--- src/rtl/exe_stage_mc.sv ---
// rtl/exe_stage_mc.sv - execute stage: forwarding, ALU, iterative multiplier, branch resolve, EXE/MEM register
// Optional EXE_OVF_EN adds a registered signed add/sub overflow flag (ovf_exc).
module exe_stage_mc #(
  parameter int DATA_W  = 32,
  parameter int REG_AW  = 5,
  parameter int MUL_BPC = 2
) (
  input  logic              clk,
  input  logic              rst,
  input  logic              in_valid,
  input  logic              flush,
  input  logic              mem_stall,
  input  logic [1:0]        fwd_a_sel,
  input  logic [1:0]        fwd_b_sel,
  input  logic [1:0]        fwd_st_sel,
  input  logic [3:0]        exe_cmd,
  input  logic [1:0]        br_type,
  input  logic              wb_en_in,
  input  logic [1:0]        mem_sig_in,
  input  logic [REG_AW-1:0] dest_in,
  input  logic [DATA_W-1:0] val1,
  input  logic [DATA_W-1:0] val2,
  input  logic [DATA_W-1:0] reg2,
  input  logic [DATA_W-1:0] pc_in,
  input  logic [DATA_W-1:0] fwd_alu,
  input  logic [DATA_W-1:0] fwd_wb,
  output logic              stall_out,
  output logic [DATA_W-1:0] br_addr,
  output logic              br_taken,
  output logic              wb_en,
  output logic [1:0]        mem_sig,
  output logic [REG_AW-1:0] dest,
  output logic [DATA_W-1:0] pc_out,
  output logic [DATA_W-1:0] alu_res,
  output logic [DATA_W-1:0] st_data
`ifdef EXE_OVF_EN
  ,
  output logic              ovf_exc
`endif
);

  localparam int N     = DATA_W / MUL_BPC;
  localparam int CNT_W = (N > 1) ? $clog2(N) : 1;
  localparam int SH_W  = $clog2(DATA_W);
  localparam logic [CNT_W-1:0] CNT_LAST = CNT_W'(N - 1);

  localparam logic [3:0] OP_ADD = 4'b0000;
  localparam logic [3:0] OP_SUB = 4'b0010;
  localparam logic [3:0] OP_MUL = 4'b0011;
  localparam logic [3:0] OP_AND = 4'b0100;
  localparam logic [3:0] OP_OR  = 4'b0101;
  localparam logic [3:0] OP_NOR = 4'b0110;
  localparam logic [3:0] OP_XOR = 4'b0111;
  localparam logic [3:0] OP_SLL = 4'b1000;
  localparam logic [3:0] OP_SRA = 4'b1001;
  localparam logic [3:0] OP_SRL = 4'b1010;

  typedef enum logic {S_IDLE, S_BUSY} state_t;

  function automatic logic [DATA_W-1:0] fwd_mux(input logic [1:0] sel,
                                                 input logic [DATA_W-1:0] r,
                                                 input logic [DATA_W-1:0] a,
                                                 input logic [DATA_W-1:0] w);
    logic [DATA_W-1:0] res;
    case (sel)
      2'd1:    res = a;
      2'd2:    res = w;
      default: res = r;
    endcase
    return res;
  endfunction

  logic [DATA_W-1:0] op_a, op_b, op_st;
  logic [DATA_W-1:0] sum_res, diff_res, alu_out;
  logic [SH_W-1:0]   shamt;

  always_comb begin
    op_a     = fwd_mux(fwd_a_sel, val1, fwd_alu, fwd_wb);
    op_b     = fwd_mux(fwd_b_sel, val2, fwd_alu, fwd_wb);
    op_st    = fwd_mux(fwd_st_sel, reg2, fwd_alu, fwd_wb);
    sum_res  = op_a + op_b;
    diff_res = op_a - op_b;
    shamt    = op_b[SH_W-1:0];
    case (exe_cmd)
      OP_ADD:  alu_out = sum_res;
      OP_SUB:  alu_out = diff_res;
      OP_AND:  alu_out = op_a & op_b;
      OP_OR:   alu_out = op_a | op_b;
      OP_NOR:  alu_out = ~(op_a | op_b);
      OP_XOR:  alu_out = op_a ^ op_b;
      OP_SLL:  alu_out = op_a << shamt;
      OP_SRA:  alu_out = $signed(op_a) >>> shamt;
      OP_SRL:  alu_out = op_a >> shamt;
      default: alu_out = '0;
    endcase
  end

  // Branch target uses the raw immediate in val2, never a forwarded value
  always_comb begin
    br_addr = pc_in + {val2[DATA_W-1:2], 2'b00};
    case (br_type)
      2'd1:    br_taken = (op_a == '0);
      2'd2:    br_taken = (op_a != op_st);
      2'd3:    br_taken = 1'b1;
      default: br_taken = 1'b0;
    endcase
    br_taken = br_taken & in_valid & ~flush;
  end

  state_t            state_q, state_d;
  logic [CNT_W-1:0]  cnt_q, cnt_d;
  logic [DATA_W-1:0] ma_q, ma_d, mb_q, mb_d, acc_q, acc_d;
  logic [DATA_W-1:0] pp_sum, acc_sum;
  logic              mul_accept, mul_last;

  always_comb begin
    pp_sum = '0;
    for (int j = 0; j < MUL_BPC; j++) begin
      if (mb_q[j]) pp_sum = pp_sum + (ma_q << j);
    end
    acc_sum    = acc_q + pp_sum;
    mul_accept = (state_q == S_IDLE) & in_valid & (exe_cmd == OP_MUL) & ~flush & ~mem_stall;
    mul_last   = (state_q == S_BUSY) & (cnt_q == CNT_LAST);
    stall_out  = mem_stall | mul_accept | ((state_q == S_BUSY) & ~flush & ~mul_last);
  end

  always_comb begin
    state_d = state_q;
    cnt_d   = cnt_q;
    ma_d    = ma_q;
    mb_d    = mb_q;
    acc_d   = acc_q;
    case (state_q)
      S_IDLE: begin
        if (mul_accept) begin
          ma_d    = op_a;
          mb_d    = op_b;
          acc_d   = '0;
          cnt_d   = '0;
          state_d = S_BUSY;
        end
      end
      S_BUSY: begin
        if (flush) begin
          acc_d   = '0;
          cnt_d   = '0;
          state_d = S_IDLE;
        end else if (!mem_stall) begin
          acc_d = acc_sum;
          ma_d  = ma_q << MUL_BPC;
          mb_d  = mb_q >> MUL_BPC;
          cnt_d = cnt_q + CNT_W'(1);
          if (mul_last) state_d = S_IDLE;
        end
      end
      default: state_d = S_IDLE;
    endcase
  end

  logic              wb_en_q, wb_en_d;
  logic [1:0]        mem_sig_q, mem_sig_d;
  logic [REG_AW-1:0] dest_q, dest_d;
  logic [DATA_W-1:0] pc_out_q, pc_out_d, alu_res_q, alu_res_d, st_data_q, st_data_d;
`ifdef EXE_OVF_EN
  logic              ovf_exc_q, ovf_exc_d, alu_ovf;
  localparam int MSB = DATA_W - 1;

  always_comb begin
    alu_ovf = ((exe_cmd == OP_ADD) & (op_a[MSB] == op_b[MSB]) & (sum_res[MSB] != op_a[MSB])) |
              ((exe_cmd == OP_SUB) & (op_a[MSB] != op_b[MSB]) & (diff_res[MSB] != op_a[MSB]));
  end
`endif

  // Every non-stalled cycle loads either a real result or a bubble
  always_comb begin
    wb_en_d   = wb_en_q;
    mem_sig_d = mem_sig_q;
    dest_d    = dest_q;
    pc_out_d  = pc_out_q;
    alu_res_d = alu_res_q;
    st_data_d = st_data_q;
`ifdef EXE_OVF_EN
    ovf_exc_d = ovf_exc_q;
`endif
    if (!mem_stall) begin
      wb_en_d   = 1'b0;
      mem_sig_d = 2'b00;
      dest_d    = '0;
      pc_out_d  = '0;
      alu_res_d = '0;
      st_data_d = '0;
`ifdef EXE_OVF_EN
      ovf_exc_d = 1'b0;
`endif
      if (flush) begin
        wb_en_d = 1'b0;
      end else if (state_q == S_BUSY) begin
        if (mul_last) begin
          wb_en_d   = wb_en_in;
          mem_sig_d = mem_sig_in;
          dest_d    = dest_in;
          pc_out_d  = pc_in;
          alu_res_d = acc_sum;
          st_data_d = op_st;
        end
      end else if (in_valid && !mul_accept) begin
        wb_en_d   = wb_en_in;
        mem_sig_d = mem_sig_in;
        dest_d    = dest_in;
        pc_out_d  = pc_in;
        alu_res_d = alu_out;
        st_data_d = op_st;
`ifdef EXE_OVF_EN
        ovf_exc_d = alu_ovf;
        if (alu_ovf) begin
          wb_en_d   = 1'b0;
          mem_sig_d = 2'b00;
        end
`endif
      end
    end
  end

  always_ff @(posedge clk) begin
    if (rst) begin
      state_q   <= S_IDLE;
      cnt_q     <= '0;
      ma_q      <= '0;
      mb_q      <= '0;
      acc_q     <= '0;
      wb_en_q   <= 1'b0;
      mem_sig_q <= 2'b00;
      dest_q    <= '0;
      pc_out_q  <= '0;
      alu_res_q <= '0;
      st_data_q <= '0;
`ifdef EXE_OVF_EN
      ovf_exc_q <= 1'b0;
`endif
    end else begin
      state_q   <= state_d;
      cnt_q     <= cnt_d;
      ma_q      <= ma_d;
      mb_q      <= mb_d;
      acc_q     <= acc_d;
      wb_en_q   <= wb_en_d;
      mem_sig_q <= mem_sig_d;
      dest_q    <= dest_d;
      pc_out_q  <= pc_out_d;
      alu_res_q <= alu_res_d;
      st_data_q <= st_data_d;
`ifdef EXE_OVF_EN
      ovf_exc_q <= ovf_exc_d;
`endif
    end
  end

  assign wb_en   = wb_en_q;
  assign mem_sig = mem_sig_q;
  assign dest    = dest_q;
  assign pc_out  = pc_out_q;
  assign alu_res = alu_res_q;
  assign st_data = st_data_q;
`ifdef EXE_OVF_EN
  assign ovf_exc = ovf_exc_q;
`endif

endmodule

--- config.mk ---
export PLATFORM = sky130hd
export DESIGN_NAME = exe_stage_mc
export DESIGN_NICKNAME = d
export VERILOG_FILES = /design/src/rtl/exe_stage_mc.sv
export SDC_FILE = /design/constraint.sdc
export NUM_CORES = 1
export LEC_CHECK = 0
export CORE_AREA = 2 2 262 264
export CTS_CLUSTER_SIZE = 24
export DETAILED_ROUTE_END_ITERATION = 12
export DIE_AREA = 0 0 264 266
export SLEW_MARGIN = 20
export SYNTH_ARGS = -nofsm -noshare
export SYNTH_HDL_FRONTEND = slang
export SYNTH_SLANG_ARGS = --single-unit
--- constraint.sdc ---
create_clock -name clk -period 16.7 [get_ports clk]
set_clock_uncertainty 0.1 [all_clocks]
set_input_delay 5.01 -clock clk [delete_from_list [all_inputs] [get_ports clk]]
set_output_delay 5.01 -clock clk [all_outputs]
set_load 0.05 [all_outputs]
[Yosys cells after proc, flatten, opt, wreduce, memory -nomap -nowiden]
Index checks and enable logic that the tools add are counted.
Storage, ports and cells
  register bits after elaboration: 205
  input port bits: 217
  output and inout port bits: 138
  logic and storage cells: 121
Operators by class
  $add $sub $neg: 6
  equality and inequality tests: 24
  shifts and indexed selects: 3
  mux-type cells: 52
  bitwise logic cells: 19
  reduce and logical (&&, ||, !) cells: 6
Operators by type and width (count)
  32-bit two-way mux: 23
  32-bit one-hot mux with 2 select lines: 6
  32-bit one-hot mux with 9 select lines: 1
  32-bit adder: 4
  32-bit AND: 1
  32-bit logical NOT: 1
  32-bit inequality test: 1
  32-bit inverter: 1
  32-bit OR: 1
  32-bit by 5-bit left shift with 32-bit output: 1
  32-bit by 5-bit >> shifter with 32-bit output: 1
  32-bit by 5-bit >>> shifter with 32-bit output: 1
  32-bit subtractor: 1
  32-bit bitwise XOR: 1
  5-bit two-way mux: 4
  4-bit by 3-bit equality test with 1-bit output, second input constant: 4
  4-bit equality test, second input constant: 4
  4-bit two-way mux: 3
  2-bit equality test, second input constant: 5
  1-bit AND: 9
  2-bit by 1-bit equality test with 1-bit output, second input constant: 4
  4-bit by 2-bit equality test with 1-bit output, second input constant: 2
  1-bit two-way mux: 8
  2-bit two-way mux: 4
  other kinds (13): 19

[Logic depth before layout (Yosys ltp)]
  depth after elaboration: 10
  depth in mapped cells: 27
  gate-level depth less buffers: 26

[Worst setup path after synthesis]
No wires, ideal clock.
  path kind: input port to output port
  start: input port fwd_st_sel[0]
  end: output port br_taken
  arrival: 7.881 ns
  required time: 11.590 ns
  setup slack: 3.709 ns
  cell stages on the path: 12
  path buffers: 4
  cell sequence: inv_1 -> ha_1 -> clkbuf_1 -> clkbuf_1 -> clkbuf_1 -> buf_1 -> nor2_1 -> a21oi_1 -> xnor2_1 -> nand4_1 -> nor4_1 -> nor3_1
Between the ends
  longest elaborated chain between the ends: 6
  elaborated cells between the ends (all ways): 7
  classes of those cells: eq/ne (3); mux (2); bitwise (2)
RTL lines
  from (decl): RTL line 15  | input logic [1:0] fwd_st_sel,
  2-bit equality test / 2-bit by 1-bit equality test with 1-bit output (equally long branches): RTL line 65  | case (sel)
  32-bit one-hot mux with 2 select lines *: RTL line 65
  32-bit inequality test *: RTL line 103  | 2'd2: br_taken = (op_a != op_st);
  1-bit one-hot mux with 3 select lines *: RTL line 101  | case (br_type)
  1-bit AND * (2 in a row): RTL line 107  | br_taken = br_taken & in_valid & ~flush;
  to (decl): RTL line 29  | output logic br_taken,
Every way passes the cells marked *; elsewhere a longest branch is shown, timed or not.

[Worst setup path after layout]
  start: input port fwd_a_sel[0]
  end: output port br_taken
Between the ends
  longest elaborated chain between the ends: 6
  elaborated cells between the ends (all ways): 8
  classes of those cells: eq/ne (3); mux (2); bitwise (2); reduce/logical (1)
RTL lines
  from (decl): RTL line 13  | input logic [1:0] fwd_a_sel,
  2-bit equality test / 2-bit by 1-bit equality test with 1-bit output (equally long branches): RTL line 65
  32-bit one-hot mux with 2 select lines *: RTL line 65
  32-bit inequality test / 32-bit logical NOT (equally long branches): RTL line 103, 102
  1-bit one-hot mux with 3 select lines *: RTL line 101
  1-bit AND * (2 in a row): RTL line 107
Marks and branches as above.

==> metrics.txt <==
result of the run complete, no violations; flip-flop and latch area 4110 um2; HPWL after DPL 88900 um; Final Worst Setup Slack 1.50 ns; final max-slew violation count 0; H-Tree Depth 1; violation count after the first detailed-route iteration 3187; Buf/Inv on CP 5; Final Setup Violations 0; final clock period utilization by the worst path 0.910; area of the mapped netlist 23400 um2; layout filler cell count 7115; worst hold slack across all endpoints 0.351 ns; Worst IR Drop VDD 0.0000831 V; predominant post-synthesis flop cell sky130_fd_sc_hd__dfxtp_1; number of enable-type register cells in the synthesized netlist 0; global-route total usage across every layer 0.306; Synth-to-Final Area Change 21.7%; cell chain of the critical path clkdlybuf4s50_1, inv_1, ha_2, buf_4, nand2_1, o21ai_1, clkinv_1, xnor2_1, nor4_1, nand4_1, or4_1, nor4_1, nor3_1, clkdlybuf4s50_1; pin count of the biggest net entering global routing 81; count of buffers added by post-CTS timing repair for setup 0; total wire length 113000 um; width of the die 264 um; Routed WL per cell 26.5 um; share of post-route cells with drive strength above 1 0.0693; drt first pass iters 6; total number of placement rows 96; Worst path top cell family by delay buffers and inverters; DRC Markers 0; Synth async-reset ratio 0; instance count along the most critical hold path 2; final design area excluding fillers 28400 um2; kind of critical path in -> out; cell types occupying the most area after synthesis sky130_fd_sc_hd__dfxtp_1 18%, sky130_fd_sc_hd__ha_1 11%, sky130_fd_sc_hd__nor2_1 6.4%; count of unique library cells instantiated by Yosys 88; final total power 2.25 mW; part of the Yosys area used for sequential elements 0.176; number of nets in the finished design 3773; power density over cell area 79.3 nW/um2; final hold vios 0; minimum period implied by the final worst setup slack 15.20 ns; total die area 70200 um2; number of buffers added to fix hold violations after cts 0; dpl ws 1.58 ns; worst-skew pair later-pin latency 0.59 ns; post-detailed-route via-to-cell ratio 6.19; worst-case register-to-register setup slack 9.53 ns; Lkg Pwr 11.5 nW; top cell type by total area after synthesis sky130_fd_sc_hd__dfxtp_1; total negative slack 0 ns; post-synthesis area per instance 7.45 um2; Min-Delay Path Class reg -> reg; Register-to-Register Path Depth 23; number of antenna violations at the first check in global routing 12; clock transition at the registers of the reported paths 0.06 ns; unrepaired setup endpoints after global routing no; stages on the worst setup path 14; first-pass GRT wire length 163000 um; synthesized flop and latch total 205; number of vias in the routed layout 26393; die height 266 um; number of nets produced by synthesis 3557; Mapped Cells 3137; CP endpoint kind output port; kind of launch point of the worst setup path input port; area share of the leading cell type in the synthesized netlist 0.176; number of warning messages in the yosys log 0; routability congestion estimate 1.03; cell area after placement 27400 um2; global-route met1 utilization 0.398; Fmax achieved 65.8 MHz; met2 Use GR 0.488; busiest metal layer after global routing met2; actual slew at the worst max-slew pin 1.29 ns; multi-input logic area 17900 um2; Max-cap violations 0; Critical Path AT 10.09 ns; number of buffers inserted during clock tree synthesis 28; standard cell core area 67700 um2; number of placed I/O pins 355; cell with the biggest individual delay on the critical path sky130_fd_sc_hd__clkdlybuf4s50_1; Initial Util 0.345; remaining max-slew budget at the tightest pin 0.129; met3 track demand over resource in global routing 0.0733; total gr overflow 0; Clock Path Buffers 3; vias in the first global route 24509; data required time of the critical path 11.59 ns; TritonCTS clock tree done; Gates resized, CTS repair 0; largest stage delay on the critical path 0.96 ns; highest fanout seen on the critical path 35; clock tree root driver cell sky130_fd_sc_hd__clkbuf_16; Buffers on Ports 354; post-route antenna net violation count 0; clk sink count 205
layout make-up:
cell class / instances / share of cell area
timing repair buffer: 396 / 0.135
clock buffer: 36 / 0.0282
multi-input combinational: 2599 / 0.630
antenna: 7 / 0.000616
tap: 882 / 0.0388
sequential: 205 / 0.144
inverter: 123 / 0.0165
clock inverter: 16 / 0.00620
per-layer routing:
| metal | wire [um] | vias up | share of wire |
|---|---|---|---|
| met1 | 46600 | 12474 | 0.41 |
| met4 | 5320 | 6 | 0.047 |
| li1 | - | 12004 | - |
| met5 | 41 | - | 0.00036 |
| met2 | 49600 | 1613 | 0.44 |
| met3 | 11400 | 296 | 0.10 |
cells by family (layout without fill, tap and decap cells):
kind of cell    Yosys count  in the layout  synth area share
simple gates            939            939             0.178
other cells               0              7                 0
mux                     209            209             0.105
compound gates         1081           1081             0.308
flops                   205            205             0.176
buf+inv                 333            571            0.0600
xor+xnor                167            167            0.0626
fa+ha+maj               203            203             0.110
worst min-delay path, stage by stage (launching register included):
cell,delay (ns)
sky130_fd_sc_hd__dfxtp_1,0.32
sky130_fd_sc_hd__nand2_1,0.04
sky130_fd_sc_hd__o21ai_0,0.05
sequential cells by signal (all words and copies together), names as in the netlist:
register  count
cnt_q         4
mem_sig       2
st_data      32
dest          5
mb_q         32
ma_q         32
pc_out       32
alu_res      32
state_q       1
wb_en         1
acc_q        32
through the flow:
stage,util,std cells
3_5_place_dp,0.405,4205
6_report,0.420,4264
2_1_floorplan,-,3137
3_3_place_gp,0.405,4205
5_1_grt,0.420,4262
4_1_cts,0.419,4257
placed cells by master, fill, tap and decap left out, types with 34 or more instances in the layout:
cell	n
sky130_fd_sc_hd__a211oi_1	97
sky130_fd_sc_hd__a21o_1	55
sky130_fd_sc_hd__a21oi_1	227
sky130_fd_sc_hd__a22oi_1	175
sky130_fd_sc_hd__and2_1	45
sky130_fd_sc_hd__buf_4	44
sky130_fd_sc_hd__clkdlybuf4s50_1	350
sky130_fd_sc_hd__dfxtp_1	204
sky130_fd_sc_hd__ha_1	196
sky130_fd_sc_hd__inv_1	107
sky130_fd_sc_hd__mux2_2	38
sky130_fd_sc_hd__mux2i_1	143
sky130_fd_sc_hd__nand2_1	266
sky130_fd_sc_hd__nand3_1	45
sky130_fd_sc_hd__nor2_1	398
sky130_fd_sc_hd__o21ai_0	199
sky130_fd_sc_hd__xnor2_1	133
sky130_fd_sc_hd__xor2_1	34
synthesized netlist by cell type, types with 55 or more instances:
cell type and instances:
sky130_fd_sc_hd__a22oi_1 175, sky130_fd_sc_hd__o21ai_0 202, sky130_fd_sc_hd__xnor2_1 133, sky130_fd_sc_hd__a211oi_1 97
sky130_fd_sc_hd__nor2_1 400, sky130_fd_sc_hd__nand2_1 267, sky130_fd_sc_hd__dfxtp_1 205, sky130_fd_sc_hd__mux2i_1 143
sky130_fd_sc_hd__clkbuf_1 137, sky130_fd_sc_hd__a21oi_1 227, sky130_fd_sc_hd__a21o_1 55, sky130_fd_sc_hd__inv_1 107
sky130_fd_sc_hd__ha_1 199
path summary, 6_finish.rpt:
check                                   from     endpoint
worst max-delay path            fwd_a_sel[0]     br_taken
worst min-delay path              alu_res[5]   alu_res[5]
worst max register to register       mb_q[0]  alu_res[30]
worst min register to register    alu_res[5]   alu_res[5]
where the power goes:
part / switching, mW / leakage (nW) / internal (mW) / total, mW
combinational: 0.721 / 9.33 / 0.383 / 1.10
clock: 0.263 / 0.487 / 0.386 / 0.649
sequential: 0.00533 / 1.66 / 0.496 / 0.501
(Power assumes the default switching activity.)
